`config.mk`:
```
export PLATFORM = sky130hd
export DESIGN_NAME = fetch_unit
export DESIGN_NICKNAME = d
export VERILOG_FILES = /design/src/rtl/isa_pkg.sv /design/src/rtl/fetch_skid_buffer.sv /design/src/rtl/fetch_unit.sv
export SDC_FILE = /design/constraint.sdc
export NUM_CORES = 1
export LEC_CHECK = 0
export BUFFER_PORTS_ARGS = -buffer_cell sky130_fd_sc_hd__buf_2
export CORE_UTILIZATION = 35
export DETAILED_ROUTE_END_ITERATION = 16
export PLACE_DENSITY = 0.57
export SYNTH_ARGS = -nofsm -noshare
export SYNTH_HDL_FRONTEND = slang
export SYNTH_HIERARCHICAL = 1
export SYNTH_SLANG_ARGS = --single-unit
export TNS_END_PERCENT = 100
```
`constraint.sdc`:
```
create_clock -name clk_pi -period 2.9 [get_ports clk_pi]
set_input_delay 0.58 -clock clk_pi [delete_from_list [all_inputs] [get_ports clk_pi]]
set_output_delay 0.58 -clock clk_pi [all_outputs]
set_load 0.05 [all_outputs]
```
`src/rtl/isa_pkg.sv`:
```
// Shared ISA definitions for the fetch/decode slice: widths, control encodings, fetch states.
package isa_pkg;

  localparam int unsigned XLEN = 16;

  typedef logic [XLEN-1:0] word_t;

  localparam logic [3:0]  CONTROL = 4'b1111;
  localparam logic [11:0] HALT    = 12'hFFF;
  localparam logic [11:0] RESET   = 12'hAAA;

  typedef enum logic {
    RUN    = 1'b0,
    HALTED = 1'b1
  } fetch_state_e;

endpackage

```
`src/rtl/fetch_skid_buffer.sv`:
```
// One-entry data+pc holding register that catches an imem response arriving while stalled.
module fetch_skid_buffer
  import isa_pkg::*;
(
  input  logic  clk_i,
  input  logic  rst_i,
  input  logic  load_i,
  input  logic  drain_i,
  input  logic  flush_i,
  input  word_t data_i,
  input  word_t pc_i,
  output logic  valid_o,
  output word_t data_o,
  output word_t pc_o
);

  logic  valid_q;
  word_t data_q;
  word_t pc_q;

  always_ff @(posedge clk_i or posedge rst_i) begin
    if (rst_i) begin
      valid_q <= 1'b0;
      data_q  <= '0;
      pc_q    <= '0;
    end else if (flush_i) begin
      valid_q <= 1'b0;
    end else if (load_i) begin
      valid_q <= 1'b1;
      data_q  <= data_i;
      pc_q    <= pc_i;
    end else if (drain_i) begin
      valid_q <= 1'b0;
    end
  end

  assign valid_o = valid_q;
  assign data_o  = data_q;
  assign pc_o    = pc_q;

endmodule

```
`src/rtl/fetch_unit.sv`:
```
// Instruction fetch stage: PC, synchronous imem interface, skid on stall, redirect/halt/soft reset.
// Optional build macro FETCH_COUNT_EN adds a saturating accepted-instruction counter output.
module fetch_unit
  import isa_pkg::*;
#(
  parameter logic [15:0] RESET_PC = 16'h0000
) (
  input  logic        clk_pi,
  input  logic        reset_pi,
  input  logic        stall_pi,
  input  logic        redirect_pi,
  input  logic [15:0] redirect_target_pi,
  input  logic        halt_pi,
  input  logic        rst_cmd_pi,
  output logic        imem_en_po,
  output logic [15:0] imem_addr_po,
  input  logic [15:0] imem_data_pi,
  output logic [15:0] instr_po,
  output logic [15:0] instr_pc_po,
  output logic        instr_valid_po,
  output logic        halted_po
`ifdef FETCH_COUNT_EN
  ,
  output logic [15:0] fetch_count_po
`endif
);

  fetch_state_e state_q, state_d;
  word_t        pc_q, pc_d;
  logic         pend_q, pend_d;
  word_t        pend_pc_q, pend_pc_d;
  word_t        instr_q, instr_d;
  word_t        instr_pc_q, instr_pc_d;
  logic         valid_q, valid_d;

  logic  issue;
  logic  skid_load, skid_drain, skid_flush;
  logic  skid_valid;
  word_t skid_data, skid_pc;

  assign issue = (state_q == RUN) && !stall_pi && !redirect_pi;

  fetch_skid_buffer u_skid (
    .clk_i   (clk_pi),
    .rst_i   (reset_pi),
    .load_i  (skid_load),
    .drain_i (skid_drain),
    .flush_i (skid_flush),
    .data_i  (imem_data_pi),
    .pc_i    (pend_pc_q),
    .valid_o (skid_valid),
    .data_o  (skid_data),
    .pc_o    (skid_pc)
  );

  always_comb begin
    state_d    = state_q;
    pc_d       = pc_q;
    pend_d     = 1'b0;
    pend_pc_d  = pend_pc_q;
    instr_d    = instr_q;
    instr_pc_d = instr_pc_q;
    valid_d    = valid_q;
    skid_load  = 1'b0;
    skid_drain = 1'b0;
    skid_flush = 1'b0;

    if (rst_cmd_pi) begin
      state_d    = RUN;
      pc_d       = RESET_PC;
      valid_d    = 1'b0;
      skid_flush = 1'b1;
    end else if (state_q == HALTED) begin
      valid_d    = 1'b0;
      skid_flush = 1'b1;
    end else if (redirect_pi) begin
      pc_d       = redirect_target_pi;
      valid_d    = 1'b0;
      skid_flush = 1'b1;
    end else begin
      if (issue) begin
        pc_d      = pc_q + 16'd1;
        pend_d    = 1'b1;
        pend_pc_d = pc_q;
      end
      if (halt_pi && valid_q && !stall_pi) begin
        state_d    = HALTED;
        valid_d    = 1'b0;
        pend_d     = 1'b0;
        skid_flush = 1'b1;
      end else if (stall_pi) begin
        // outputs hold; a response landing now is parked in the skid entry
        skid_load = pend_q;
      end else if (skid_valid) begin
        instr_d    = skid_data;
        instr_pc_d = skid_pc;
        valid_d    = 1'b1;
        skid_drain = 1'b1;
      end else if (pend_q) begin
        instr_d    = imem_data_pi;
        instr_pc_d = pend_pc_q;
        valid_d    = 1'b1;
      end else begin
        valid_d = 1'b0;
      end
    end
  end

  always_ff @(posedge clk_pi or posedge reset_pi) begin
    if (reset_pi) begin
      state_q    <= RUN;
      pc_q       <= RESET_PC;
      pend_q     <= 1'b0;
      pend_pc_q  <= '0;
      instr_q    <= '0;
      instr_pc_q <= '0;
      valid_q    <= 1'b0;
    end else begin
      state_q    <= state_d;
      pc_q       <= pc_d;
      pend_q     <= pend_d;
      pend_pc_q  <= pend_pc_d;
      instr_q    <= instr_d;
      instr_pc_q <= instr_pc_d;
      valid_q    <= valid_d;
    end
  end

  assign imem_en_po     = issue;
  assign imem_addr_po   = pc_q;
  assign instr_po       = instr_q;
  assign instr_pc_po    = instr_pc_q;
  assign instr_valid_po = valid_q;
  assign halted_po      = (state_q == HALTED);

`ifdef FETCH_COUNT_EN
  logic [15:0] fcnt_q, fcnt_d;

  always_comb begin
    fcnt_d = fcnt_q;
    if (rst_cmd_pi) begin
      fcnt_d = '0;
    end else if (valid_q && !stall_pi && (fcnt_q != '1)) begin
      fcnt_d = fcnt_q + 16'd1;
    end
  end

  always_ff @(posedge clk_pi or posedge reset_pi) begin
    if (reset_pi) begin
      fcnt_q <= '0;
    end else begin
      fcnt_q <= fcnt_d;
    end
  end

  assign fetch_count_po = fcnt_q;
`endif

endmodule
```
==> out/qor.txt, run 1 <==
Status: completed
Crit path kind: input port to flop
Post-Synth Simple-Gate Area: 0.142
PortBufs: 88
Number of synthesized register bits: 100
Cts hold-fix bufs: 0
Max-slew violations: 0
Pwr dens: 701 nW/um2
Post-synthesis sequential area ratio: 0.526
Clock-pin slew of the registers on the worst-case setup and hold paths: 0.06 ns
Routed Antenna Nets: 0
P_sw: 1.34 mW
Clock network fraction of design power: 0.325
Crit path max-delay family: simple AND/OR/NAND/NOR gates
Pre-CTS worst setup slack: 0.565 ns
Main combinational cell family by area after synthesis: multiplexers
Ratio of cells with drive above 1 in the final layout: 0.345
Largest net degree at the start of global routing: 39
CP startpoint kind: input port
Die Area: 14100 um2
Chip Width: 119 um
Clk sink count: 100
Ant diodes: 0
CP bufs+invs: 2
Compound-gate portion of the synthesized area: 0.102
Mux cell area share after synthesis: 0.179
Seq pwr share: 0.430
Syn_area_per_cell: 11.6 um2
Grt met1 use: 0.214
Xor and xnor area share after synthesis: 0.00184
GP Congestion: 0.842
Crit end category: flop
IO Pins: 89
Endpoints failing setup: 0
Worst Tran Pin Value: 0.898 ns
CTS Buffer Depth: 2
Root buffer cell: clkbuf_16
Busiest grt layer: met2
Remaining Overflow, GRT: 0
Fmax: 503 MHz
Worst Path Max Fanout: 32
Synth warn: 6
Total GRT Usage: 0.149
Final wirelength: 10.1 mm
Logic gate share of total power: 0.245
Ys async rst share: 1.00
CTS tree: built
Inst Count DP: 656
Syn_nets: 448
Netlist Area Pre-Place: 4760 um2
Crit-path slowest cell: mux2_2
Via-per-instance ratio: 4.87
First-pass GRT wire length: 16.4 mm
Vias in the first global route: 3222
Leak: 2.57 nW
CP Cell Sequence: buf_2 > nor3_1 > o21ai_0 > nor2b_4 > buf_12 > mux2_2
Total number of vias: 3269
Top FF cell, synth: dfrtp_1
Syn-to-layout area delta: 19.0%
Die height: 119 um
Layout Cells excl Fill: 671
Hold Crit Class: input port to async pin
Routed len/inst: 15.0 um
DRC Markers: 0
Final Util: 0.427
Fin worst setup slack: 0.911 ns
Library cells used by synthesis: 45
Clock buffers created by TritonCTS: 9
Final Hold Fails: 0
Initial Utilization: 0.359
Switching share of total power: 0.337
Synth Area in Adders: 0.00263
DRT iter0 DRCs: 166
Max_cap viols: 0
Cell internal pwr: 2.63 mW
Worst-Skew Late Latency: 0.34 ns
Resized cells post-CTS: 0
Post-CTS Setup Repair Bufs: 0
R2r setup slk: 1.00 ns
Finished Cell Area: 5660 um2
CP required: 3.12 ns
Setup TNS: 0 ns
Core area: 13200 um2
H-tree depth: 3
Initial antenna violation count: 0
Worst Path Arrival: 2.21 ns
Met2 GRT Util: 0.216
RSZ-0062 raised after global routing: false
Clk_skew: 0.00750 ns
First-pass detailed-route iteration total: 4
Post-placement cell area: 5340 um2
CP peak stage delay: 0.37 ns
Number of synthesized flops with an enable pin: 0
Slew headroom: 0.401
Filler cells: 1288
M3 GR Usage: 0.0304
FP Rows: 42
Fin crit share: 0.686
Final nets: 530
Mapped Cells: 409
Worst vdd ir: 0.244 mV
Post-DP HPWL: 6.82 mm
Fin crit period: 1.99 ns
[worst register-to-register path, cell delays in order, from the launching register on]
cell and delay, ns:
dfrtp_1 0.47, nor3_1 0.27, o21ai_0 0.24, nor2b_4 0.17, buf_12 0.25, mux2_2 0.38
[through the flow]
step / hold WS, ns / total power, mW
2_1_floorplan: 0.462 / 2.46
3_3_place_gp: 0.484 / 2.70
3_5_place_dp: 0.490 / 2.72
4_1_cts: 0.381 / 4.04
5_1_grt: 0.413 / 4.16
6_report: 0.356 / 3.97
[cell families (layout without fill, tap and decap cells)]
family | count (synthesis) | count (layout)
XOR/XNOR | 1 | 1
flip-flops | 100 | 100
adder cells (fa/ha/maj) | 1 | 1
AO/OA/AOI/OAI | 74 | 74
AND/OR/NAND/NOR | 131 | 131
buffers and inverters | 32 | 118
multiplexers | 70 | 70
[registers in the layout (all words and copies together), names as in the netlist]
name / count
halted_po: 1
imem_addr_po: 16
instr_pc_po: 16
instr_po: 16
instr_valid_po: 1
pend_pc_q: 16
pend_q: 1
u_skid/data_o: 16
u_skid/pc_o: 16
u_skid/valid_o: 1
[Yosys cell counts, types with 2 or more instances]
master	n	share of area
dfrtp_1	100	0.53
nand2_1	53	0.042
mux2i_1	38	0.080
nor2_1	38	0.030
a21oi_1	31	0.033
mux2_4	30	0.095
a21oi_2	13	0.024
buf_2	10	0.011
nand2b_1	8	0.011
o21ai_0	8	0.0084
inv_1	7	0.0055
nor3_1	6	0.0063
a221o_1	5	0.011
clkbuf_1	5	0.0039
buf_6	4	0.0095
nand3_1	4	0.0042
nor4_1	4	0.0053
nor4_2	4	0.011
o21ai_1	4	0.0042
a22oi_1	3	0.0047
buf_12	3	0.013
and3_1	2	0.0026
buf_4	2	0.0032
mux2_2	2	0.0047
nand4_1	2	0.0026
nand4_4	2	0.0089
o221ai_1	2	0.0037
o22ai_1	2	0.0026
[cell usage in the layout (no fill, tap or decap), drive strengths merged, types with 6 or more instances in the layout]
master,n
mux2,32
nor3,6
dfrtp,100
clkbuf,11
nor4,9
nand2,54
mux2i,38
a21oi,44
nor2,38
o21ai,12
inv,7
nand2b,8
buf,96
[cell type report]
type / instances / area, um2 / share of cell area
sequential: 100 / 2500 / 0.442
timing repair buffer: 96 / 551 / 0.0973
clock buffer: 11 / 253 / 0.0447
clock inverter: 4 / 72.6 / 0.0128
tap: 176 / 220 / 0.0389
multi-input combinational: 277 / 2030 / 0.359
inverter: 7 / 26.3 / 0.00464
[power by group through the flow]
stage          Combinational [mW]  Clock (mW)  Sequential (mW)
3_5_place_dp                0.982           0             1.73
6_report                    0.972        1.29             1.71
2_1_floorplan               0.273           0             2.18
5_1_grt                      1.04        1.39             1.73
4_1_cts                     0.984        1.34             1.71
3_3_place_gp                0.973           0             1.73
[path summary, 6_finish.rpt]
path / to / start / cells past startpoint
max: u_skid/pc_o[7]$_DFFE_PP0P_ / redirect_pi / 6
min: instr_po[6]$_DFFE_PP0P_ / reset_pi / 2
max reg2reg: u_skid/pc_o[7]$_DFFE_PP0P_ / halted_po$_DFF_PP0_ / 5
min reg2reg: pend_pc_q[6]$_DFFE_PP0P_ / pend_pc_q[6]$_DFFE_PP0P_ / 2
max in group asynchronous: u_skid/data_o[15]$_DFFE_PP0P_ / reset_pi / 3
min in group clk_pi: pend_q$_DFF_PP0_ / halt_pi / 2
[metal layers]
metal	part of all wire	vias up
met5	0	-
met4	0.012	0
met3	0.052	10
met2	0.45	102
met1	0.49	1550
li1	-	1607
Power figures use the tool's default switching activity.
==> run 2, diff against run 1 <==
==> constraint.sdc (replaced) <==
create_clock -name clk_pi -period 1.9 [get_ports clk_pi]
set_input_delay 0.38 -clock clk_pi [delete_from_list [all_inputs] [get_ports clk_pi]]
set_output_delay 0.38 -clock clk_pi [all_outputs]
set_load 0.05 [all_outputs]
==> run 2 against run 1 <==
Global-route usage increased by 0.41 points. Combinational power increased by 56%. First-iteration DRC count decreased by 14%. Critical path depth unchanged. Utilization increased by 1.0 points. Final area increased by 2.4%. Largest power group unchanged. Register-to-register slack got worse by 0.91 ns.
==> out/qor.txt, run 2 (synthesis gave the netlist of run 1 again) <==
FP Rows: 42 (unchanged)
Worst Tran Pin Value: 0.407 ns (-0.490 ns)
Max-slew violations: 0 (unchanged)
CP Cell Sequence: nor3_2 > buf_4 > and3_1 > nor2b_4 > clkbuf_16 > mux2_4
Worst r2r src: halted_po$_DFF_PP0_
Most frequent cells in the layout: dfrtp_1, buf_2, nand2_1
Initial Utilization: 0.359 (unchanged)
Met3 routed WL: 663 um (+27%)
PortBufs: 88 (unchanged)
Leak: 2.64 nW (+2.4%)
Hold Crit Class: input port to flop
Worst-Skew Late Latency: 0.34 ns (about the same)
Met1 Wirelength: 5.11 mm (+3.5%)
Fin crit share: 0.955
Final nets: 545 (+2.8%)
Hold Startpoint: halt_pi
H-tree depth: 3 (unchanged)
Endpoints failing setup: 0 (unchanged)
Initial antenna violation count: 0 (unchanged)
Fmax: 551 MHz
DRC Markers: 0 (unchanged)
Crit path kind: flop to flop
Core area: 13200 um2 (unchanged)
Routed Antenna Nets: 0 (unchanged)
Clock-pin slew of the registers on the worst-case setup and hold paths: 0.07 ns (about the same)
Clk_skew: 0.00879 ns (+0.00129 ns)
Worst vdd ir: 0.395 mV (+62%)
Die height: 119 um (unchanged)
Die Area: 14100 um2 (unchanged)
Clk sink count: 100 (unchanged)
Total number of vias: 3380 (+3.4%)
Crit path max-delay family: simple AND/OR/NAND/NOR gates
Final wirelength: 10.4 mm (+3.1%)
Routed met2 length: 4.43 mm (-1.3%)
Via-per-instance ratio: 4.92 (+0.99%)
Max Used Layer: met4
Syn-to-layout area delta: 21.8%
Crit-path slowest cell: dfrtp_2
CP peak stage delay: 0.41 ns (+0.04 ns)
Pwr dens: 1030 nW/um2 (+47%)
IO Pins: 89 (unchanged)
Status: completed
Fin worst setup slack: 0.0856 ns (-0.826 ns)
CTS tree: built
Worst Path Arrival: 2.04 ns (-0.17 ns)
Total GRT Usage: 0.153 (+0.00410)
Post-placement cell area: 5450 um2 (+2.1%)
Beginning of the critical path: halted_po$_DFF_PP0_
CP required: 2.13 ns (-0.99 ns)
Remaining Overflow, GRT: 0 (unchanged)
Routed len/inst: 15.1 um (+0.71%)
Slew headroom: 0.726 (+0.325)
Root buffer cell: clkbuf_16
RSZ-0062 raised after global routing: false
Worst Path Max Fanout: 10 (-69%)
Largest net degree at the start of global routing: 45 (+15%)
Fin crit period: 1.81 ns
Final Hold Fails: 0 (unchanged)
Chip Width: 119 um (unchanged)
DRT iter0 DRCs: 142 (-14%)
Commonest non-fill, non-tap cell in the layout: dfrtp_1
GP Congestion: 0.833 (-1.0%)
Clock buffers created by TritonCTS: 9 (unchanged)
CP bufs+invs: 2 (unchanged)
First-pass GRT wire length: 16.7 mm (+1.9%)
Pre-CTS worst setup slack: -0.127 ns (-0.691 ns)
Ratio of cells with drive above 1 in the final layout: 0.374 (+0.0283)
Post-DP HPWL: 7.14 mm (+4.7%)
Finished Cell Area: 5790 um2 (+2.4%)
Max_cap viols: 0 (unchanged)
Vias in the first global route: 3232 (+0.31%)
Post-CTS Setup Repair Bufs: 0 (unchanged)
CP startpoint kind: flop
CTS Buffer Depth: 2 (unchanged)
First-pass detailed-route iteration total: 4 (unchanged)
Crit end category: flop
Ant diodes: 0 (unchanged)
==> run 2: layer usage <==
layer / up-vias / global-route usage
li1: 1631 / -
met1: 1615 / 0.223
met2: 121 / 0.215
met3: 13 / 0.0343
met4: 0 / 0.0665
met5: - / 0
==> run 2: final timing paths <==
path                                            endpoint  slack, ns  cells after the start
min in group asynchronous        instr_po[4]$_DFFE_PP0P_       0.50                      3
hold reg to reg                         pend_q$_DFF_PP0_       0.51                      1
hold / removal                          pend_q$_DFF_PP0_       0.26                      2
setup reg to reg           u_skid/data_o[12]$_DFFE_PP0P_       0.09                      6
setup / recovery           u_skid/data_o[12]$_DFFE_PP0P_       0.09                      6
max in group asynchronous     u_skid/valid_o$_DFFE_PP0P_       0.87                      4
==> run 2: layout make-up <==
cell class / instances / area [um2]
clock buffers: 12 / 256
flip-flops and latches: 100 / 2510
multi-input cells: 277 / 2040
repair buffers: 111 / 687
fillers: 1302 / 7450
well taps: 176 / 220
clock inverters: 4 / 47.5
inverters: 7 / 30.0
==> run 2: repair_timing <==
action / in CTS / in global routing
hold endpoints to repair: 2 / 0
setup endpoints to repair: 0 / 30
hold buffers: 1 / 0
gates resized for setup: 0 / 2
==> run 2: stage by stage <==
stage          power (mW)   util  std cells  hold WS (ns)  setup TNS (ns)
2_1_floorplan        3.75      -        409         0.442               0
3_3_place_gp         4.14  0.411        669         0.293           -2.48
3_5_place_dp         4.17  0.411        669         0.294           -3.25
4_1_cts              6.07  0.435        686         0.239               0
5_1_grt              6.27  0.438        687         0.251               0
6_report             5.98  0.438        687         0.263               0
==> run 2: report_power, final <==
group          switching, mW  internal [mW]
combinational           1.11          0.409
clock                  0.782           1.09
sequential             0.188           2.41
total                   2.08           3.91
==> run 3, diff against run 2 <==
--- a/config.mk
+++ b/config.mk
@@ -5,10 +5,12 @@
 export SDC_FILE = /design/constraint.sdc
 export NUM_CORES = 1
 export LEC_CHECK = 0
+export ABC_AREA = 1
 export BUFFER_PORTS_ARGS = -buffer_cell sky130_fd_sc_hd__buf_2
 export CORE_UTILIZATION = 35
 export DETAILED_ROUTE_END_ITERATION = 16
-export PLACE_DENSITY = 0.57
+export MAX_ROUTING_LAYER = met4
+export PLACE_DENSITY = 0.56
 export SYNTH_ARGS = -nofsm -noshare
 export SYNTH_HDL_FRONTEND = slang
 export SYNTH_HIERARCHICAL = 1
==> constraint.sdc (replaced) <==
create_clock -name clk_pi -period 2.4 [get_ports clk_pi]
set_input_delay 0.48 -clock clk_pi [delete_from_list [all_inputs] [get_ports clk_pi]]
set_output_delay 0.48 -clock clk_pi [all_outputs]
set_load 0.05 [all_outputs]
==> run 3 against run 2 <==
Cell count up 32%. Die area up 3.4%. Synthesized cell count up 57%. Register-to-register slack better by 0.39 ns. Clock power down 29%. Setup slack better by 0.39 ns. Combinational power down 40%. Non-clock buffer count down 12. First-iteration DRC count up 95%. Clock skew down 0.0022 ns. Area after synthesis up 3.5%. Critical path depth down 2. Critical endpoint is now instr_po[11]$_DFFE_PP0P_.
==> out/qor.txt, run 3 <==
Library cells used by synthesis: 26 (-42%)
Mapped Cells: 644 (+57%)
Max Used Layer: met4
Synth warn: 6 (unchanged)
Total GRT Usage: 0.183 (+0.0306)
Resized cells post-CTS: 0 (unchanged)
Via-per-instance ratio: 4.63 (-5.9%)
Filler cells: 1451 (+11%)
Post-CTS Setup Repair Bufs: 0 (unchanged)
Worst R2R End: instr_po[11]$_DFFE_PP0P_
Final hold slack: 0.201 ns (-0.0624 ns)
CP startpoint kind: flop
Most numerous cell in the Yosys netlist: nand2_1
Finished Cell Area: 5700 um2 (-1.6%)
Worst vdd ir: 0.329 mV (-17%)
Syn-to-layout area delta: 15.9%
Hold Crit Class: input port to async pin
Total number of vias: 4183 (+24%)
Number of synthesized flops with an enable pin: 0 (unchanged)
DRC Markers: 0 (unchanged)
Ys async rst share: 1.00 (unchanged)
Largest net degree at the start of global routing: 43 (-4.4%)
First-pass GRT wire length: 20.3 mm (+21%)
Routed Antenna Nets: 0 (unchanged)
Clock-pin slew of the registers on the worst-case setup and hold paths: 0.06 ns (about the same)
Synth area leader: dfrtp_1
Final wirelength: 11.8 mm (+14%)
Crit end category: flop
Worst Path Arrival: 2.16 ns (+0.12 ns)
Clk sink count: 100 (unchanged)
Syn_nets: 683 (+52%)
CP endpoint: instr_po[11]$_DFFE_PP0P_
List of most frequent post-synthesis cells: nand2_1, dfrtp_1, nor2_1
Crit path kind: flop to flop
Worst Path Max Fanout: 34 (+24)
FP Rows: 42 (unchanged)
Routed len/inst: 13.1 um (-13%)
CP required: 2.64 ns (+0.51 ns)
Die height: 121 um (+1.7%)
CTS tree: built
Worst r2r src: u_skid/valid_o$_DFFE_PP0P_
Root buffer cell: clkbuf_16
Post-synthesis sequential area ratio: 0.509 (-0.0177)
PortBufs: 88 (unchanged)
Top cell type's share of synthesized area: 0.509 (-0.0177)
Fin crit period: 1.93 ns (+0.113 ns)
Fmax: 519 MHz (-5.9%)
Netlist Area Pre-Place: 4920 um2 (+3.5%)
Leak: 3.22 nW (+22%)
DRT iter0 DRCs: 277 (+95%)
Fin crit share: 0.803 (-0.152)
Worst Tran Pin Value: 0.923 ns (+0.515 ns)
Commonest non-fill, non-tap cell in the layout: nand2_1
Seq pwr share: 0.473 (+0.039)
Syn_area_per_cell: 7.64 um2 (-34%)
Switching share of total power: 0.342 (-0.00567)
H-tree depth: 3 (unchanged)
Status: completed
GP Congestion: 0.829 (-0.47%)
Top FF cell, synth: dfrtp_1
Chip Width: 121 um (+1.7%)
Ratio of cells with drive above 1 in the final layout: 0.198 (-0.176)
Endpoints failing setup: 0 (unchanged)
Clock buffers created by TritonCTS: 9 (unchanged)
Logic gate share of total power: 0.216 (-0.038)
Cell internal pwr: 2.80 mW (-28%)
R2r setup slk: 0.47 ns (+0.39 ns)
Beginning of the critical path: u_skid/valid_o$_DFFE_PP0P_
First-pass detailed-route iteration total: 4 (unchanged)
Slew headroom: 0.383 (-0.343)
Clk_skew: 0.00658 ns (-0.00221 ns)
Most frequent cells in the layout: nand2_1, dfrtp_1, buf_2
Max_cap viols: 0 (unchanged)
Initial antenna violation count: 0 (unchanged)
Core area: 13500 um2 (+1.6%)
Setup TNS: 0 ns (unchanged)
Initial Utilization: 0.366 (+0.00667)
Clock network fraction of design power: 0.310 (-0.003)
R2R cell count: 4 (-2)
Post-placement cell area: 5440 um2 (about the same)
Worst-Skew Late Latency: 0.35 ns (about the same)
Max-slew violations: 0 (unchanged)
Cts hold-fix bufs: 0 (-1)
Remaining Overflow, GRT: 0 (unchanged)
P_sw: 1.45 mW (-30%)
Ant diodes: 0 (unchanged)
Met1 Wirelength: 5.53 mm (+8.3%)
Vias in the first global route: 4087 (+26%)
Pwr dens: 745 nW/um2 (-28%)
Die Area: 14500 um2 (+3.4%)
CTS Buffer Depth: 2 (unchanged)
IO Pins: 89 (unchanged)
Met3 routed WL: 717 um (+8.1%)
Post-DP HPWL: 8.12 mm (+14%)
Number of synthesized register bits: 100 (unchanged)
Top post-synthesis cells by area: dfrtp_1, nand2_1, nand3_1
Final nets: 762 (+40%)
Routed met2 length: 5.46 mm (+23%)
RSZ-0062 raised after global routing: false
Final Hold Fails: 0 (unchanged)
run 3: cells by family (layout without fill, tap and decap cells):
| kind of cell | after synthesis | count (layout) | share of synthesized area |
|---|---|---|---|
| fa+ha+maj | 1 | 1 | 0.00254 |
| compound gates | 36 | 36 | 0.0399 |
| simple gates | 436 | 436 | 0.365 |
| xor+xnor | 7 | 7 | 0.0125 |
| flops | 100 | 100 | 0.509 |
| buf+inv | 64 | 148 | 0.0717 |
run 3: worst max-delay path: stages (launching register included):
cell,delay (ns)
dfrtp_1,0.49
o21ai_4,0.78
inv_4,0.32
nand2_1,0.15
nand2_1,0.06
run 3: layout make-up:
cell class	count	area, um2	share of cell area
Clock buffer	11	233	0.0408
Clock inverter	5	28.8	0.00504
Inverter	33	129	0.0226
Multi-Input combinational cell	480	2070	0.363
Sequential cell	100	2500	0.439
Tap cell	176	220	0.0386
Timing Repair Buffer	99	523	0.0917
run 3: worst min-delay path by stage:
| stage | depth (start not counted) | start | to |
|---|---|---|---|
| 2_1_floorplan | 2 | u_skid/data_o[10]$_DFFE_PP0P_ | u_skid/data_o[10]$_DFFE_PP0P_ |
| 3_3_place_gp | 2 | u_skid/pc_o[7]$_DFFE_PP0P_ | u_skid/pc_o[7]$_DFFE_PP0P_ |
| 3_5_place_dp | 2 | u_skid/data_o[9]$_DFFE_PP0P_ | u_skid/data_o[9]$_DFFE_PP0P_ |
| 4_1_cts | 3 | reset_pi | instr_po[9]$_DFFE_PP0P_ |
| 5_1_grt | 3 | reset_pi | instr_pc_po[13]$_DFFE_PP0P_ |
| 6_report | 3 | reset_pi | instr_po[9]$_DFFE_PP0P_ |
run 3: power groups by stage:
| stage | registers (mW) | logic [mW] | clock network (mW) |
|---|---|---|---|
| after floorplan | 2.40 | 0.302 | 0 |
| after global placement | 2.04 | 0.920 | 0 |
| after detailed placement | 2.04 | 0.928 | 0 |
| after CTS | 2.01 | 0.931 | 1.37 |
| after global routing | 2.04 | 1.01 | 1.44 |
| final | 2.01 | 0.919 | 1.32 |
run 3: per-stage QoR:
stage	worst slack (ns)	util	power [mW]	cells
final	0.473	0.424	4.25	904
after global routing	0.240	0.424	4.49	904
after CTS	0.417	0.424	4.31	904
after detailed placement	0.404	0.405	2.97	888
after global placement	0.476	0.405	2.96	888
after floorplan	0.237	-	2.71	644
run 3: metal layers:
metal | GRT usage | up-vias
met4 | 0.0394 | 0
met3 | 0.0491 | 9
met1 | 0.236 | 1915
met2 | 0.291 | 110
met5 | - | -
li1 | - | 2149
